===== src/rtl/calc_pkg.sv =====
// Shared calculator types, limits and the two's-complement helper used by the
// number-entry front end.
package calc_pkg;

  localparam int unsigned VAL_W       = 8;
  localparam int unsigned CAND_W      = 12;
  localparam int unsigned DIGIT_W     = 4;
  localparam int unsigned COUNT_W     = 2;
  localparam int unsigned MAX_POS     = 127;
  localparam int unsigned MAX_NEG_MAG = 128;
  localparam int unsigned MAX_DIGITS  = 3;
  localparam int unsigned BCD_MAX     = 9;

  typedef enum logic [1:0] {
    IDLE  = 2'd0,
    ENTRY = 2'd1,
    DONE  = 2'd2
  } entry_state_e;

  // One-cycle press pulses from the four debounced buttons.
  typedef struct packed {
    logic clear;
    logic enter;
    logic sign;
    logic digit;
  } key_pulse_t;

  function automatic logic [VAL_W-1:0] to_twos(input logic [VAL_W-1:0] mag,
                                                input logic             neg);
    return neg ? (~mag + VAL_W'(1)) : mag;
  endfunction

endpackage


===== src/rtl/btn_debounce.sv =====
// Two-flop synchroniser, stability counter and press-edge pulse for one
// active-low pushbutton.
module btn_debounce #(
  parameter int unsigned DEBOUNCE_CYCLES = 500000
) (
  input  logic clk,
  input  logic reset,
  input  logic key_n,
  output logic press
);

  localparam int unsigned CNT_W = (DEBOUNCE_CYCLES > 1) ? $clog2(DEBOUNCE_CYCLES) : 1;
  localparam logic [CNT_W-1:0] CNT_MAX = CNT_W'(DEBOUNCE_CYCLES - 1);

  logic             sync_a;
  logic             sync_b;
  logic             stable;
  logic             stable_d;
  logic             armed;
  logic [CNT_W-1:0] cnt;

  // Synchroniser flops reset to the pressed level so a key held through reset
  // is never mistaken for a fresh press; armed only sets once a release is seen.
  always_ff @(posedge clk) begin
    if (reset) begin
      sync_a   <= 1'b0;
      sync_b   <= 1'b0;
      stable   <= 1'b1;
      stable_d <= 1'b1;
      armed    <= 1'b0;
      cnt      <= '0;
      press    <= 1'b0;
    end else begin
      sync_a   <= key_n;
      sync_b   <= sync_a;
      stable_d <= stable;
      if (sync_b != stable) begin
        if (cnt == CNT_MAX) begin
          stable <= sync_b;
          cnt    <= '0;
        end else begin
          cnt <= cnt + CNT_W'(1);
        end
      end else begin
        cnt <= '0;
      end
      if (sync_b && stable) begin
        armed <= 1'b1;
      end
      press <= armed & stable_d & ~stable;
    end
  end

endmodule


===== src/rtl/num_entry.sv =====
// Signed 8-bit operand entry from BCD switches and pushbuttons, with a
// valid/ready hand-off of the committed value.
module num_entry
  import calc_pkg::*;
#(
  parameter int unsigned DEBOUNCE_CYCLES = 500000
) (
  input  logic               clk,
  input  logic               reset,
  input  logic [DIGIT_W-1:0] sw_digit,
  input  logic               key_digit_n,
  input  logic               key_sign_n,
  input  logic               key_enter_n,
  input  logic               key_clear_n,
  output logic [VAL_W-1:0]   entry_value,
  output logic               entry_active,
  output logic [COUNT_W-1:0] digit_count,
  output logic               err,
  output logic [VAL_W-1:0]   out_value,
  output logic               out_valid,
  input  logic               out_ready
);

  logic p_digit;
  logic p_sign;
  logic p_enter;
  logic p_clear;
  key_pulse_t pulse;

  btn_debounce #(.DEBOUNCE_CYCLES(DEBOUNCE_CYCLES)) u_digit (
    .clk(clk), .reset(reset), .key_n(key_digit_n), .press(p_digit));
  btn_debounce #(.DEBOUNCE_CYCLES(DEBOUNCE_CYCLES)) u_sign (
    .clk(clk), .reset(reset), .key_n(key_sign_n), .press(p_sign));
  btn_debounce #(.DEBOUNCE_CYCLES(DEBOUNCE_CYCLES)) u_enter (
    .clk(clk), .reset(reset), .key_n(key_enter_n), .press(p_enter));
  btn_debounce #(.DEBOUNCE_CYCLES(DEBOUNCE_CYCLES)) u_clear (
    .clk(clk), .reset(reset), .key_n(key_clear_n), .press(p_clear));

  assign pulse = {p_clear, p_enter, p_sign, p_digit};

  entry_state_e       state_q;
  entry_state_e       state_d;
  logic [VAL_W-1:0]   mag_q;
  logic [VAL_W-1:0]   mag_d;
  logic               neg_q;
  logic               neg_d;
  logic [COUNT_W-1:0] cnt_d;
  logic               err_d;
  logic [VAL_W-1:0]   out_value_d;
  logic               out_valid_d;
  logic [CAND_W-1:0]  cand;
  logic [CAND_W-1:0]  lim;

  always_ff @(posedge clk) begin
    if (reset) begin
      state_q <= IDLE;
    end else begin
      state_q <= state_d;
    end
  end

  // Next state and next datapath values; a single pulse acts per cycle,
  // clear first, then enter, sign, digit.
  always_comb begin
    state_d     = state_q;
    mag_d       = mag_q;
    neg_d       = neg_q;
    cnt_d       = digit_count;
    err_d       = err;
    out_value_d = out_value;
    out_valid_d = out_valid;
    cand        = CAND_W'(mag_q) * CAND_W'(10) + CAND_W'(sw_digit);
    lim         = neg_q ? CAND_W'(MAX_NEG_MAG) : CAND_W'(MAX_POS);

    if (pulse.clear) begin
      state_d     = IDLE;
      mag_d       = '0;
      neg_d       = 1'b0;
      cnt_d       = '0;
      err_d       = 1'b0;
      out_valid_d = 1'b0;
    end else begin
      case (state_q)
        IDLE, ENTRY: begin
          if (pulse.enter) begin
            if (state_q == ENTRY) begin
              out_value_d = to_twos(mag_q, neg_q);
              out_valid_d = 1'b1;
              state_d     = DONE;
            end
          end else if (pulse.sign) begin
            // -128 has no positive counterpart in 8 bits
            if (neg_q && (mag_q == VAL_W'(MAX_NEG_MAG))) begin
              err_d = 1'b1;
            end else begin
              neg_d = ~neg_q;
            end
          end else if (pulse.digit) begin
            if ((sw_digit > DIGIT_W'(BCD_MAX)) ||
                (digit_count == COUNT_W'(MAX_DIGITS)) ||
                (cand > lim)) begin
              err_d = 1'b1;
            end else begin
              mag_d   = cand[VAL_W-1:0];
              cnt_d   = digit_count + COUNT_W'(1);
              state_d = ENTRY;
            end
          end
        end
        DONE: begin
          if (out_valid && out_ready) begin
            out_valid_d = 1'b0;
            mag_d       = '0;
            neg_d       = 1'b0;
            cnt_d       = '0;
            err_d       = 1'b0;
            state_d     = IDLE;
          end
        end
        default: begin
          state_d = IDLE;
        end
      endcase
    end
  end

  // Datapath and output registers; display outputs follow the next-state values.
  always_ff @(posedge clk) begin
    if (reset) begin
      mag_q        <= '0;
      neg_q        <= 1'b0;
      digit_count  <= '0;
      err          <= 1'b0;
      out_value    <= '0;
      out_valid    <= 1'b0;
      entry_value  <= '0;
      entry_active <= 1'b0;
    end else begin
      mag_q        <= mag_d;
      neg_q        <= neg_d;
      digit_count  <= cnt_d;
      err          <= err_d;
      out_value    <= out_value_d;
      out_valid    <= out_valid_d;
      entry_value  <= to_twos(mag_d, neg_d);
      entry_active <= (cnt_d != '0);
    end
  end

endmodule


===== config.mk =====
export PLATFORM = sky130hd
export DESIGN_NAME = num_entry
export DESIGN_NICKNAME = d
export VERILOG_FILES = /design/src/rtl/calc_pkg.sv /design/src/rtl/btn_debounce.sv /design/src/rtl/num_entry.sv
export SDC_FILE = /design/constraint.sdc
export NUM_CORES = 1
export LEC_CHECK = 0
export CAP_MARGIN = 20
export CORE_AREA = 3 3 123 102
export CTS_CLUSTER_DIAMETER = 60
export CTS_CLUSTER_SIZE = 8
export DETAILED_ROUTE_END_ITERATION = 6
export DIE_AREA = 0 0 126 105
export GPL_TIMING_DRIVEN = 0
export PLACE_DENSITY = 0.77
export SLEW_MARGIN = 20
export SYNTH_ARGS = -nofsm -noshare
export SYNTH_HDL_FRONTEND = slang
export SYNTH_SLANG_ARGS = --single-unit

===== constraint.sdc =====
create_clock -name clk -period 8.2 [get_ports clk]
set_clock_uncertainty 0.1 [all_clocks]
set_input_delay 1.23 -clock clk [delete_from_list [all_inputs] [get_ports clk]]
set_output_delay 1.23 -clock clk [all_outputs]
set_load 0.02 [all_outputs]

==> results of run 1 <==
worst reg2reg max path: stages, from the launching register on:
cell and delay, ns:
sky130_fd_sc_hd__dfxtp_1 0.57, sky130_fd_sc_hd__ha_1 0.33, sky130_fd_sc_hd__ha_1 0.24, sky130_fd_sc_hd__inv_1 0.08
sky130_fd_sc_hd__fa_1 0.44, sky130_fd_sc_hd__nand2b_1 0.19, sky130_fd_sc_hd__nand2b_1 0.19, sky130_fd_sc_hd__nor2_1 0.14
sky130_fd_sc_hd__xnor2_1 0.18, sky130_fd_sc_hd__ha_1 0.31, sky130_fd_sc_hd__a21oi_1 0.17, sky130_fd_sc_hd__o21ai_0 0.10
sky130_fd_sc_hd__o21ai_0 0.11, sky130_fd_sc_hd__nand4_1 0.22, sky130_fd_sc_hd__a211oi_4 0.39, sky130_fd_sc_hd__buf_6 0.22
sky130_fd_sc_hd__nor3b_1 0.25, sky130_fd_sc_hd__a311oi_2 0.11, sky130_fd_sc_hd__or2_2 0.33, sky130_fd_sc_hd__ha_1 0.28
sky130_fd_sc_hd__or3b_2 0.43, sky130_fd_sc_hd__a21oi_1 0.18
area by class of cell:
| cell class | instances | area, um2 | share of cell area [%] |
|---|---|---|---|
| inverters | 18 | 67.56 | 0.9212 |
| multi-input cells | 537 | 3451 | 47.05 |
| clock inverters | 15 | 203.9 | 2.781 |
| repair buffers | 30 | 300.3 | 4.094 |
| plain buffers | 17 | 78.83 | 1.075 |
| flip-flops and latches | 131 | 2623 | 35.76 |
| clock buffers | 17 | 425.4 | 5.800 |
| well taps | 148 | 185.2 | 2.525 |
path summary, 6_finish.rpt:
kind	startpoint	end	slack [ns]
worst max-delay path	sw_digit[1]	entry_value[1]	2.40
worst min-delay path	u_enter.stable_d	u_enter.press	0.32
worst max register to register	mag_q[3]	entry_value[1]	2.57
worst min register to register	u_enter.stable_d	u_enter.press	0.32
layer usage:
metal,part of all wire [%],up-vias
met4,0.86,0
met2,48,90
met5,0,-
li1,-,2507
met3,4.5,12
met1,46,2353
placed cells by master (no fill, tap or decap), types with 4 or more instances in the layout:
| cell type | n |
|---|---|
| sky130_fd_sc_hd__nor2b_1 | 17 |
| sky130_fd_sc_hd__nor3_1 | 5 |
| sky130_fd_sc_hd__xnor2_1 | 30 |
| sky130_fd_sc_hd__inv_1 | 17 |
| sky130_fd_sc_hd__nand4_1 | 14 |
| sky130_fd_sc_hd__clkdlybuf4s50_1 | 30 |
| sky130_fd_sc_hd__clkinvlp_4 | 4 |
| sky130_fd_sc_hd__or3_1 | 4 |
| sky130_fd_sc_hd__nor4_1 | 9 |
| sky130_fd_sc_hd__o211ai_1 | 4 |
| sky130_fd_sc_hd__and3_1 | 18 |
| sky130_fd_sc_hd__ha_1 | 34 |
| sky130_fd_sc_hd__a31oi_1 | 5 |
| sky130_fd_sc_hd__nand2_1 | 51 |
| sky130_fd_sc_hd__o21ai_0 | 14 |
| sky130_fd_sc_hd__nand3_1 | 42 |
| sky130_fd_sc_hd__nor2_1 | 136 |
| sky130_fd_sc_hd__clkbuf_16 | 17 |
| sky130_fd_sc_hd__a211oi_1 | 4 |
| sky130_fd_sc_hd__mux2i_1 | 7 |
| sky130_fd_sc_hd__clkbuf_1 | 13 |
| sky130_fd_sc_hd__or2_2 | 8 |
| sky130_fd_sc_hd__nand2b_1 | 5 |
| sky130_fd_sc_hd__and2_1 | 6 |
| sky130_fd_sc_hd__dfxtp_1 | 131 |
| sky130_fd_sc_hd__nor3b_1 | 6 |
| sky130_fd_sc_hd__bufinv_16 | 4 |
| sky130_fd_sc_hd__a21oi_1 | 19 |
| sky130_fd_sc_hd__xor2_1 | 52 |
stage by stage:
stage | hold slack [ns] | power [mW] | cells | setup WS, ns | util [%]
6_report | 0.3200 | 1.480 | 913 | 2.399 | 64.42
5_1_grt | 0.3504 | 1.528 | 913 | 2.171 | 64.42
4_1_cts | 0.3226 | 1.495 | 913 | 2.469 | 64.42
3_5_place_dp | 0.3132 | 0.7015 | 881 | 2.095 | 58.89
3_3_place_gp | 0.3079 | 0.6992 | 881 | 2.184 | 58.82
2_1_floorplan | 0.3022 | 0.6873 | 703 | 3.080 | -
flip-flops by register name, summed over array words and instances (netlist names), 2 cells and up:
name / count
u_digit.cnt: 19
mag_q: 7
entry_value: 8
u_enter.cnt: 19
u_sign.cnt: 19
out_value: 8
u_clear.cnt: 19
state_q: 2
digit_count: 2
cells by family (layout without fill, tap and decap cells):
group	Yosys count	after routing	synth area share, %
buffers and inverters	35	97	2.356
AO/OA/AOI/OAI	72	72	8.399
multiplexers	10	10	1.672
AND/OR/NAND/NOR	337	337	26.30
XOR/XNOR	82	82	11.56
adder cells (fa/ha/maj)	36	36	7.493
flip-flops	131	131	42.22
power by group through the flow:
stage	Clock, mW	Sequential, mW	Combinational (mW)
after floorplan	0	0.663	0.0245
after global placement	0	0.663	0.0360
after detailed placement	0	0.664	0.0378
after CTS	0.806	0.650	0.0388
after global routing	0.833	0.651	0.0440
final	0.791	0.650	0.0384
==> impl_results.html, run 1 <==
<table>
<tr><th>Metric</th><th>Value</th></tr>
<tr><th colspan="2">Power</th></tr>
<tr><td>Register share of total power</td><td>43.9%</td></tr>
<tr><td>Peak supply drop</td><td>between 150 and 200 uV</td></tr>
<tr><td>P_int</td><td>1.170 mW</td></tr>
<tr><td>Switching part of the total</td><td>20.92%</td></tr>
<tr><td>Net Switching</td><td>between 0.3 and 0.4 mW</td></tr>
<tr><td>Relative contribution of the clock network to total power</td><td>53.5%</td></tr>
<tr><td>Power Density</td><td>201.7 nW/um2</td></tr>
<tr><td>Logic gate share of total power</td><td>around 2.6%</td></tr>
<tr><td>Static Leakage</td><td>2.767 nW</td></tr>
<tr><th colspan="2">Synth</th></tr>
<tr><td>Area fraction of the dominant cell type after synthesis</td><td>42.22%</td></tr>
<tr><td>Average cell area after synthesis</td><td>8.837 um2</td></tr>
<tr><td>Post-synth net total</td><td>750</td></tr>
<tr><td>Primary flip-flop cell chosen by synthesis mapping</td><td>sky130_fd_sc_hd__dfxtp_1</td></tr>
<tr><td>Number of enable flip-flop cells after synthesis</td><td>0</td></tr>
<tr><td>Synth area leaders</td><td>sky130_fd_sc_hd__dfxtp_1, sky130_fd_sc_hd__nor2_1, sky130_fd_sc_hd__xor2_1</td></tr>
<tr><td>Yosys top cell by area</td><td>sky130_fd_sc_hd__dfxtp_1</td></tr>
<tr><td>Proportion of register bits with asynchronous set or reset after synthesis</td><td>0%</td></tr>
<tr><td>Library cell with the highest instance count after synthesis</td><td>sky130_fd_sc_hd__nor2_1</td></tr>
<tr><td>Post-synthesis cell count</td><td>703</td></tr>
<tr><td>Top cells by instance count after synthesis</td><td>sky130_fd_sc_hd__nor2_1, sky130_fd_sc_hd__dfxtp_1, sky130_fd_sc_hd__xor2_1, sky130_fd_sc_hd__nand2_1, sky130_fd_sc_hd__nand3_1</td></tr>
<tr><td>Portion of the post-synthesis area used by sequential elements</td><td>roughly 42%</td></tr>
<tr><td>Synth unique cells</td><td>60</td></tr>
<tr><td>Synth Cell Area</td><td>~6200 um2</td></tr>
<tr><td>Number of synthesized register bits</td><td>roughly 130</td></tr>
<tr><td>Yosys warns</td><td>0</td></tr>
<tr><th colspan="2">Placement</th></tr>
<tr><td>Port-buffer cells</td><td>30</td></tr>
<tr><td>Post-DP Area</td><td>6705 um2</td></tr>
<tr><td>HPWL reported at the end of detailed placement</td><td>~9.3 mm</td></tr>
<tr><td>GPL Wtd Cong</td><td>approximately 0.85</td></tr>
<tr><th colspan="2">Die</th></tr>
<tr><td>Initial Util</td><td>between 50% and 60%</td></tr>
<tr><td>Area of the core</td><td>11,390 um2</td></tr>
<tr><td>I/O pins</td><td>32</td></tr>
<tr><td>Die ar.</td><td>13,230 um2</td></tr>
<tr><td>Number of placement rows</td><td>35</td></tr>
<tr><td>Die Height</td><td>105 um</td></tr>
<tr><td>Die W</td><td>between 100 and 150 um</td></tr>
<tr><th colspan="2">Setup path</th></tr>
<tr><td>Most frequent cell on the critical path</td><td>sky130_fd_sc_hd__ha_1</td></tr>
<tr><td>Req. time, crit path</td><td>roughly 8.4 ns</td></tr>
<tr><td>Number of cells on the critical path</td><td>20</td></tr>
<tr><td>Delay of the slowest cell on the worst path</td><td>0.43 ns</td></tr>
<tr><td>Bufs and invs on worst path</td><td>2</td></tr>
<tr><td>Sequence of cells on the critical path</td><td>clkdlybuf4s50_1 &gt; ha_1 &gt; fa_1 &gt; a21o_1 &gt; nand2b_1 &gt; nor2_1 &gt; xnor2_1 &gt; ha_1 &gt; a21oi_1 &gt; o21ai_0 &gt; o21ai_0 &gt; nand4_1 &gt; a211oi_4 &gt; buf_6 &gt; nor3b_1 &gt; a311oi_2 &gt; or2_2 &gt; ha_1 &gt; or3b_2 &gt; a21oi_1</td></tr>
<tr><td>Arrival time of data at the critical path endpoint</td><td>approximately 6 ns</td></tr>
<tr><td>Kind of launch point of the worst setup path</td><td>primary input</td></tr>
<tr><td>Endpoint type of the worst setup path</td><td>register</td></tr>
<tr><td>Dominant delay contributor by cell family on the critical path</td><td>simple AND/OR/NAND/NOR gates</td></tr>
<tr><td>Category of the most critical setup path</td><td>primary input to register</td></tr>
<tr><td>Depth of the worst register-to-register path</td><td>21</td></tr>
<tr><td>Critical path's slowest cell</td><td>sky130_fd_sc_hd__or3b_2</td></tr>
<tr><td>Highest fanout seen on the critical path</td><td>10</td></tr>
<tr><th colspan="2">Clock tree</th></tr>
<tr><td>Total clock buffers created by CTS</td><td>17</td></tr>
<tr><td>Clock Pin Slew Worst Setup and Hold Paths</td><td>0.06 ns</td></tr>
<tr><td>Clk Tree Root Cell</td><td>sky130_fd_sc_hd__clkbuf_16</td></tr>
<tr><td>CTS Buffer Depth</td><td>2</td></tr>
<tr><td>Clock latency reported for the late side of the worst-skew pair</td><td>0.41 ns</td></tr>
<tr><td>H-Tree Depth</td><td>4</td></tr>
<tr><td>Count of hold-fix buffers inserted at cts</td><td>0</td></tr>
<tr><td>Number of gates resized after cts</td><td>0</td></tr>
<tr><td>TritonCTS clock tree</td><td>done</td></tr>
<tr><td>Post-CTS setup repair buffer count</td><td>0</td></tr>
<tr><td>Total number of clock tree sinks</td><td>131</td></tr>
<tr><th colspan="2">Layout</th></tr>
<tr><td>Fraction of layout cells with a size suffix above 1</td><td>7.582%</td></tr>
<tr><td>Layout overhead on the synthesized area</td><td>18.07%</td></tr>
<tr><td>Final cell area excluding filler cells</td><td>between 7000 and 8000 um2</td></tr>
<tr><td>Fillers</td><td>938</td></tr>
<tr><td>Layout Nets</td><td>799</td></tr>
<tr><td>Antenna diodes</td><td>0</td></tr>
<tr><th colspan="2">Min path</th></tr>
<tr><td>Hold crit path type</td><td>register to register</td></tr>
<tr><td>Hold Path Depth</td><td>2</td></tr>
<tr><th colspan="2">GRT</th></tr>
<tr><td>Antenna violations before repair</td><td>0</td></tr>
<tr><td>Met1 layer usage reported by global route</td><td>approximately a quarter</td></tr>
<tr><td>Grt met3 use</td><td>5.672%</td></tr>
<tr><td>Busiest layer in global routing</td><td>met2</td></tr>
<tr><td>Total congestion overflow after global routing</td><td>0</td></tr>
<tr><td>GRT Overall Usage</td><td>20.01%</td></tr>
<tr><td>Wire length of the first global-routing pass</td><td>22.20 mm</td></tr>
<tr><td>Via count of the first global-routing pass</td><td>about 4,900</td></tr>
<tr><td>Maximum number of pins on one net before global-route repair</td><td>17</td></tr>
<tr><td>Met2 global-route usage</td><td>around 34%</td></tr>
<tr><th colspan="2">Timing</th></tr>
<tr><td>Slew headroom</td><td>approximately 44%</td></tr>
<tr><td>Setup repair after global routing missed its margin</td><td>no</td></tr>
<tr><td>Summed negative setup slack over all endpoints</td><td>0 ns</td></tr>
<tr><td>Fin crit share</td><td>70.74%</td></tr>
<tr><td>Final Hold Vio Count</td><td>0</td></tr>
<tr><td>Pins over their slew limit</td><td>0</td></tr>
<tr><td>Transition time at the pin with the least slew margin</td><td>0.8241 ns</td></tr>
<tr><td>Achievable clock frequency</td><td>0.1724 GHz</td></tr>
<tr><td>Minimum period implied by the final worst setup slack</td><td>5.801 ns</td></tr>
<tr><td>Final setup violation count</td><td>0</td></tr>
<tr><th colspan="2">Route</th></tr>
<tr><td>Detailed-route wire length</td><td>between 10 and 15 mm</td></tr>
<tr><td>Starting DRT DRC Count</td><td>between 200 and 300</td></tr>
<tr><td>Number of remaining DRC errors</td><td>0</td></tr>
<tr><td>Number of vias in the routed layout</td><td>4,962</td></tr>
<tr><td>Routed wirelength normalized by instance count</td><td>roughly 14 um</td></tr>
<tr><td>Via density per instance</td><td>5.435</td></tr>
<tr><td>Detail Route Antenna Nets</td><td>0</td></tr>
<tr><td>Initial DRT Pass Iterations</td><td>5</td></tr>
<tr><th colspan="2">Run</th></tr>
<tr><td>Max-cap violations</td><td>0</td></tr>
<tr><th colspan="2">Status</th></tr>
<tr><td>Status</td><td>complete, no violations</td></tr>
</table>
No activity file was read; power rests on OpenSTA's default activity.
==> run 2: changes to the inputs <==
==> constraint.sdc (replaced) <==
create_clock -name clk -period 5.9 [get_ports clk]
set_clock_uncertainty 0.1 [all_clocks]
set_input_delay 0.885 -clock clk [delete_from_list [all_inputs] [get_ports clk]]
set_output_delay 0.885 -clock clk [all_outputs]
set_load 0.02 [all_outputs]
==> run 2 against run 1 <==
Effect of this change:
- sequential power rose by 39%
- count of clock-buffer cells in the layout unchanged
- sequential share of layout area about the same
- first-iteration DRC count up 1.1%
- final area hardly changed
- worst hold slack barely moved
- final cell count unchanged
- global-route usage stayed put
- combinational power increased by 39%
- critical path depth up 1
- critical path type is now register to register
- largest cell class unchanged
==> impl_results.html, run 2 (synthesis results as in run 1) <==
<table>
<tr><th>Metric</th><th>Value</th></tr>
<tr><th colspan="2">Status</th></tr>
<tr><td>Status</td><td>complete, no violations</td></tr>
<tr><th colspan="2">Placement</th></tr>
<tr><td>Post-DP Area</td><td>6705 um2</td></tr>
<tr><td>GPL Wtd Cong</td><td>approximately 0.85</td></tr>
<tr><td>Port-buffer cells</td><td>30</td></tr>
<tr><td>Placement-stage worst setup slack</td><td>roughly 0.14 ns</td></tr>
<tr><td>HPWL reported at the end of detailed placement</td><td>9.285 mm</td></tr>
<tr><th colspan="2">Setup path</th></tr>
<tr><td>Delay of the slowest cell on the worst path</td><td>between 0.5 and 0.6 ns</td></tr>
<tr><td>Kind of launch point of the worst setup path</td><td>register</td></tr>
<tr><td>Req. time, crit path</td><td>roughly 6.1 ns</td></tr>
<tr><td>Sequence of cells on the critical path</td><td>ha_1 &gt; ha_1 &gt; inv_1 &gt; fa_1 &gt; nand2b_1 &gt; nand2b_1 &gt; nor2_1 &gt; xnor2_1 &gt; ha_1 &gt; a21oi_1 &gt; o21ai_0 &gt; o21ai_0 &gt; nand4_1 &gt; a211oi_4 &gt; buf_6 &gt; nor3b_1 &gt; a311oi_2 &gt; or2_2 &gt; ha_1 &gt; or3b_2 &gt; a21oi_1</td></tr>
<tr><td>Most frequent cell on the critical path</td><td>sky130_fd_sc_hd__ha_1</td></tr>
<tr><td>Endpoint type of the worst setup path</td><td>register</td></tr>
<tr><td>Reg-to-reg critical path startpoint</td><td>entry_value[0]</td></tr>
<tr><td>Launching instance or port of the critical path</td><td>entry_value[0]</td></tr>
<tr><td>Internal reg-to-reg setup slack</td><td>0.39 ns</td></tr>
<tr><td>Critical path's slowest cell</td><td>sky130_fd_sc_hd__dfxtp_1</td></tr>
<tr><td>End of the worst register-to-register path</td><td>entry_value[1]</td></tr>
<tr><td>Bufs and invs on worst path</td><td>2</td></tr>
<tr><td>Arrival time of data at the critical path endpoint</td><td>5.74 ns</td></tr>
<tr><td>Highest fanout seen on the critical path</td><td>10</td></tr>
<tr><td>Depth of the worst register-to-register path</td><td>21</td></tr>
<tr><td>Category of the most critical setup path</td><td>register to register</td></tr>
<tr><td>Dominant delay contributor by cell family on the critical path</td><td>simple AND/OR/NAND/NOR gates</td></tr>
<tr><th colspan="2">Die</th></tr>
<tr><td>Die W</td><td>126 um</td></tr>
<tr><td>Die ar.</td><td>between 10,000 and 15,000 um2</td></tr>
<tr><td>I/O pins</td><td>32</td></tr>
<tr><td>Area of the core</td><td>11,390 um2</td></tr>
<tr><td>Die Height</td><td>between 100 and 150 um</td></tr>
<tr><td>Number of placement rows</td><td>35</td></tr>
<tr><td>Initial Util</td><td>54.56%</td></tr>
<tr><th colspan="2">Clock tree</th></tr>
<tr><td>Clk Tree Root Cell</td><td>sky130_fd_sc_hd__clkbuf_16</td></tr>
<tr><td>CTS Buffer Depth</td><td>2</td></tr>
<tr><td>Total number of clock tree sinks</td><td>131</td></tr>
<tr><td>Clock Pin Slew Worst Setup and Hold Paths</td><td>0.06 ns</td></tr>
<tr><td>Clock latency reported for the late side of the worst-skew pair</td><td>approximately 0.41 ns</td></tr>
<tr><td>H-Tree Depth</td><td>4</td></tr>
<tr><td>Count of hold-fix buffers inserted at cts</td><td>0</td></tr>
<tr><td>Total clock buffers created by CTS</td><td>17</td></tr>
<tr><td>TritonCTS clock tree</td><td>done</td></tr>
<tr><th colspan="2">Power</th></tr>
<tr><td>Power Density</td><td>~280 nW/um2</td></tr>
<tr><td>Static Leakage</td><td>2.768 nW</td></tr>
<tr><td>Peak supply drop</td><td>234.5 uV</td></tr>
<tr><th colspan="2">Layout</th></tr>
<tr><td>Most common cell after layout, fill and taps aside</td><td>sky130_fd_sc_hd__nor2_1</td></tr>
<tr><td>Final cell area excluding filler cells</td><td>between 7000 and 8000 um2</td></tr>
<tr><td>Layout overhead on the synthesized area</td><td>18.11%</td></tr>
<tr><td>Area of the multi-input gates</td><td>3451 um2</td></tr>
<tr><td>Leading cell types in the layout, fill and taps excluded</td><td>sky130_fd_sc_hd__nor2_1, sky130_fd_sc_hd__dfxtp_1, sky130_fd_sc_hd__xor2_1</td></tr>
<tr><td>Fillers</td><td>936</td></tr>
<tr><td>Storage element area</td><td>2625 um2</td></tr>
<tr><td>Layout Nets</td><td>799</td></tr>
<tr><td>Fraction of layout cells with a size suffix above 1</td><td>roughly 8%</td></tr>
<tr><td>Antenna diodes</td><td>0</td></tr>
<tr><th colspan="2">GRT</th></tr>
<tr><td>Via count of the first global-routing pass</td><td>4,901</td></tr>
<tr><td>Antenna violations before repair</td><td>0</td></tr>
<tr><td>Total congestion overflow after global routing</td><td>0</td></tr>
<tr><td>Maximum number of pins on one net before global-route repair</td><td>17</td></tr>
<tr><td>Wire length of the first global-routing pass</td><td>22.20 mm</td></tr>
<tr><td>GRT Overall Usage</td><td>20.01%</td></tr>
<tr><th colspan="2">Timing</th></tr>
<tr><td>Minimum period implied by the final worst setup slack</td><td>~5.5 ns</td></tr>
<tr><td>Transition time at the pin with the least slew margin</td><td>0.8326 ns</td></tr>
<tr><td>Fin crit share</td><td>93.46%</td></tr>
<tr><td>Summed negative setup slack over all endpoints</td><td>0 ns</td></tr>
<tr><td>Achievable clock frequency</td><td>0.1814 GHz</td></tr>
<tr><td>Pins over their slew limit</td><td>0</td></tr>
<tr><td>Worst setup slack after layout</td><td>0.3860 ns</td></tr>
<tr><td>Final setup violation count</td><td>0</td></tr>
<tr><td>Final Hold Vio Count</td><td>0</td></tr>
<tr><td>Slew headroom</td><td>43.89%</td></tr>
<tr><td>Setup repair after global routing missed its margin</td><td>no</td></tr>
<tr><th colspan="2">Min path</th></tr>
<tr><td>Hold EP</td><td>u_enter.press</td></tr>
<tr><td>Hold crit path type</td><td>register to register</td></tr>
<tr><td>Hold Path Depth</td><td>2</td></tr>
<tr><td>Hold path startpoint</td><td>u_enter.stable_d</td></tr>
<tr><th colspan="2">Run</th></tr>
<tr><td>Max-cap violations</td><td>0</td></tr>
<tr><th colspan="2">Route</th></tr>
<tr><td>Routed wirelength normalized by instance count</td><td>~14 um</td></tr>
<tr><td>Via density per instance</td><td>5.425</td></tr>
<tr><td>Initial DRT Pass Iterations</td><td>5</td></tr>
<tr><td>Number of remaining DRC errors</td><td>0</td></tr>
<tr><td>Number of vias in the routed layout</td><td>4,953</td></tr>
<tr><td>Detailed-route wire length</td><td>12.93 mm</td></tr>
<tr><td>Starting DRT DRC Count</td><td>288</td></tr>
<tr><td>Detail Route Antenna Nets</td><td>0</td></tr>
</table>
run 2: cell counts in the layout (fill, tap and decap cells not counted):
Identical to the previous run, type by type.
run 2: power breakdown:
part / switching (mW) / internal [mW] / leakage (nW) / total, mW
registers: 0.00769 / 0.896 / 1.06 / 0.904
logic: 0.0326 / 0.0208 / 1.41 / 0.0535
clock network: 0.389 / 0.710 / 0.296 / 1.10
run 2: worst register-to-register path, cell delays in order (launching register included):
cell	delay [ns]
sky130_fd_sc_hd__dfxtp_1	0.56
sky130_fd_sc_hd__ha_1	0.22
sky130_fd_sc_hd__ha_1	0.20
sky130_fd_sc_hd__inv_1	0.07
sky130_fd_sc_hd__fa_1	0.47
sky130_fd_sc_hd__nand2b_1	0.19
sky130_fd_sc_hd__nand2b_1	0.19
sky130_fd_sc_hd__nor2_1	0.14
sky130_fd_sc_hd__xnor2_1	0.18
sky130_fd_sc_hd__ha_1	0.32
sky130_fd_sc_hd__a21oi_1	0.17
sky130_fd_sc_hd__o21ai_0	0.10
sky130_fd_sc_hd__o21ai_0	0.11
sky130_fd_sc_hd__nand4_1	0.22
sky130_fd_sc_hd__a211oi_4	0.39
sky130_fd_sc_hd__buf_6	0.22
sky130_fd_sc_hd__nor3b_1	0.25
sky130_fd_sc_hd__a311oi_2	0.11
sky130_fd_sc_hd__or2_2	0.34
sky130_fd_sc_hd__ha_1	0.28
sky130_fd_sc_hd__or3b_2	0.43
sky130_fd_sc_hd__a21oi_1	0.18
run 2: worst max path at each step:
stage                      to  slack [ns]  cells past startpoint
2_1_floorplan  entry_value[1]        1.05                     21
3_3_place_gp   entry_value[1]        0.23                     20
3_5_place_dp   entry_value[1]        0.14                     20
4_1_cts        entry_value[1]        0.32                     21
5_1_grt        entry_value[1]        0.11                     21
6_report       entry_value[1]        0.39                     21
run 2: routing by layer:
| layer | track usage [%] | routed length [um] | vias up |
|---|---|---|---|
| met2 | 34.09 | 6213 | 93 |
| met5 | 0 | 0 | - |
| met1 | 25.10 | 6024 | 2343 |
| met4 | 4.824 | 111 | 0 |
| li1 | - | - | 2505 |
| met3 | 5.672 | 583 | 12 |
run 2: stage by stage:
stage          utilization, %  hold slack [ns]  total power [mW]  instances
2_1_floorplan               -           0.3022            0.9552        703
3_3_place_gp            58.82           0.3079            0.9717        881
3_5_place_dp            58.89           0.3132            0.9749        881
4_1_cts                 64.42           0.3226             2.078        913
5_1_grt                 64.44           0.3504             2.123        913
6_report                64.44           0.3200             2.056        913
run 2: final cells by class:
| type | instances | area share [%] |
|---|---|---|
| multi-input cells | 537 | 47.03 |
| flip-flops and latches | 131 | 35.78 |
| clock buffers | 17 | 5.798 |
| repair buffers | 30 | 4.093 |
| clock inverters | 15 | 2.780 |
| well taps | 148 | 2.524 |
| plain buffers | 17 | 1.074 |
| inverters | 18 | 0.9209 |
run 2: timing repair:
action | CTS | global route
hold endpoints to repair | 0 | 0
resized for setup | 0 | 2
setup buffers | 0 | 0
setup endpoints to repair | 0 | 1
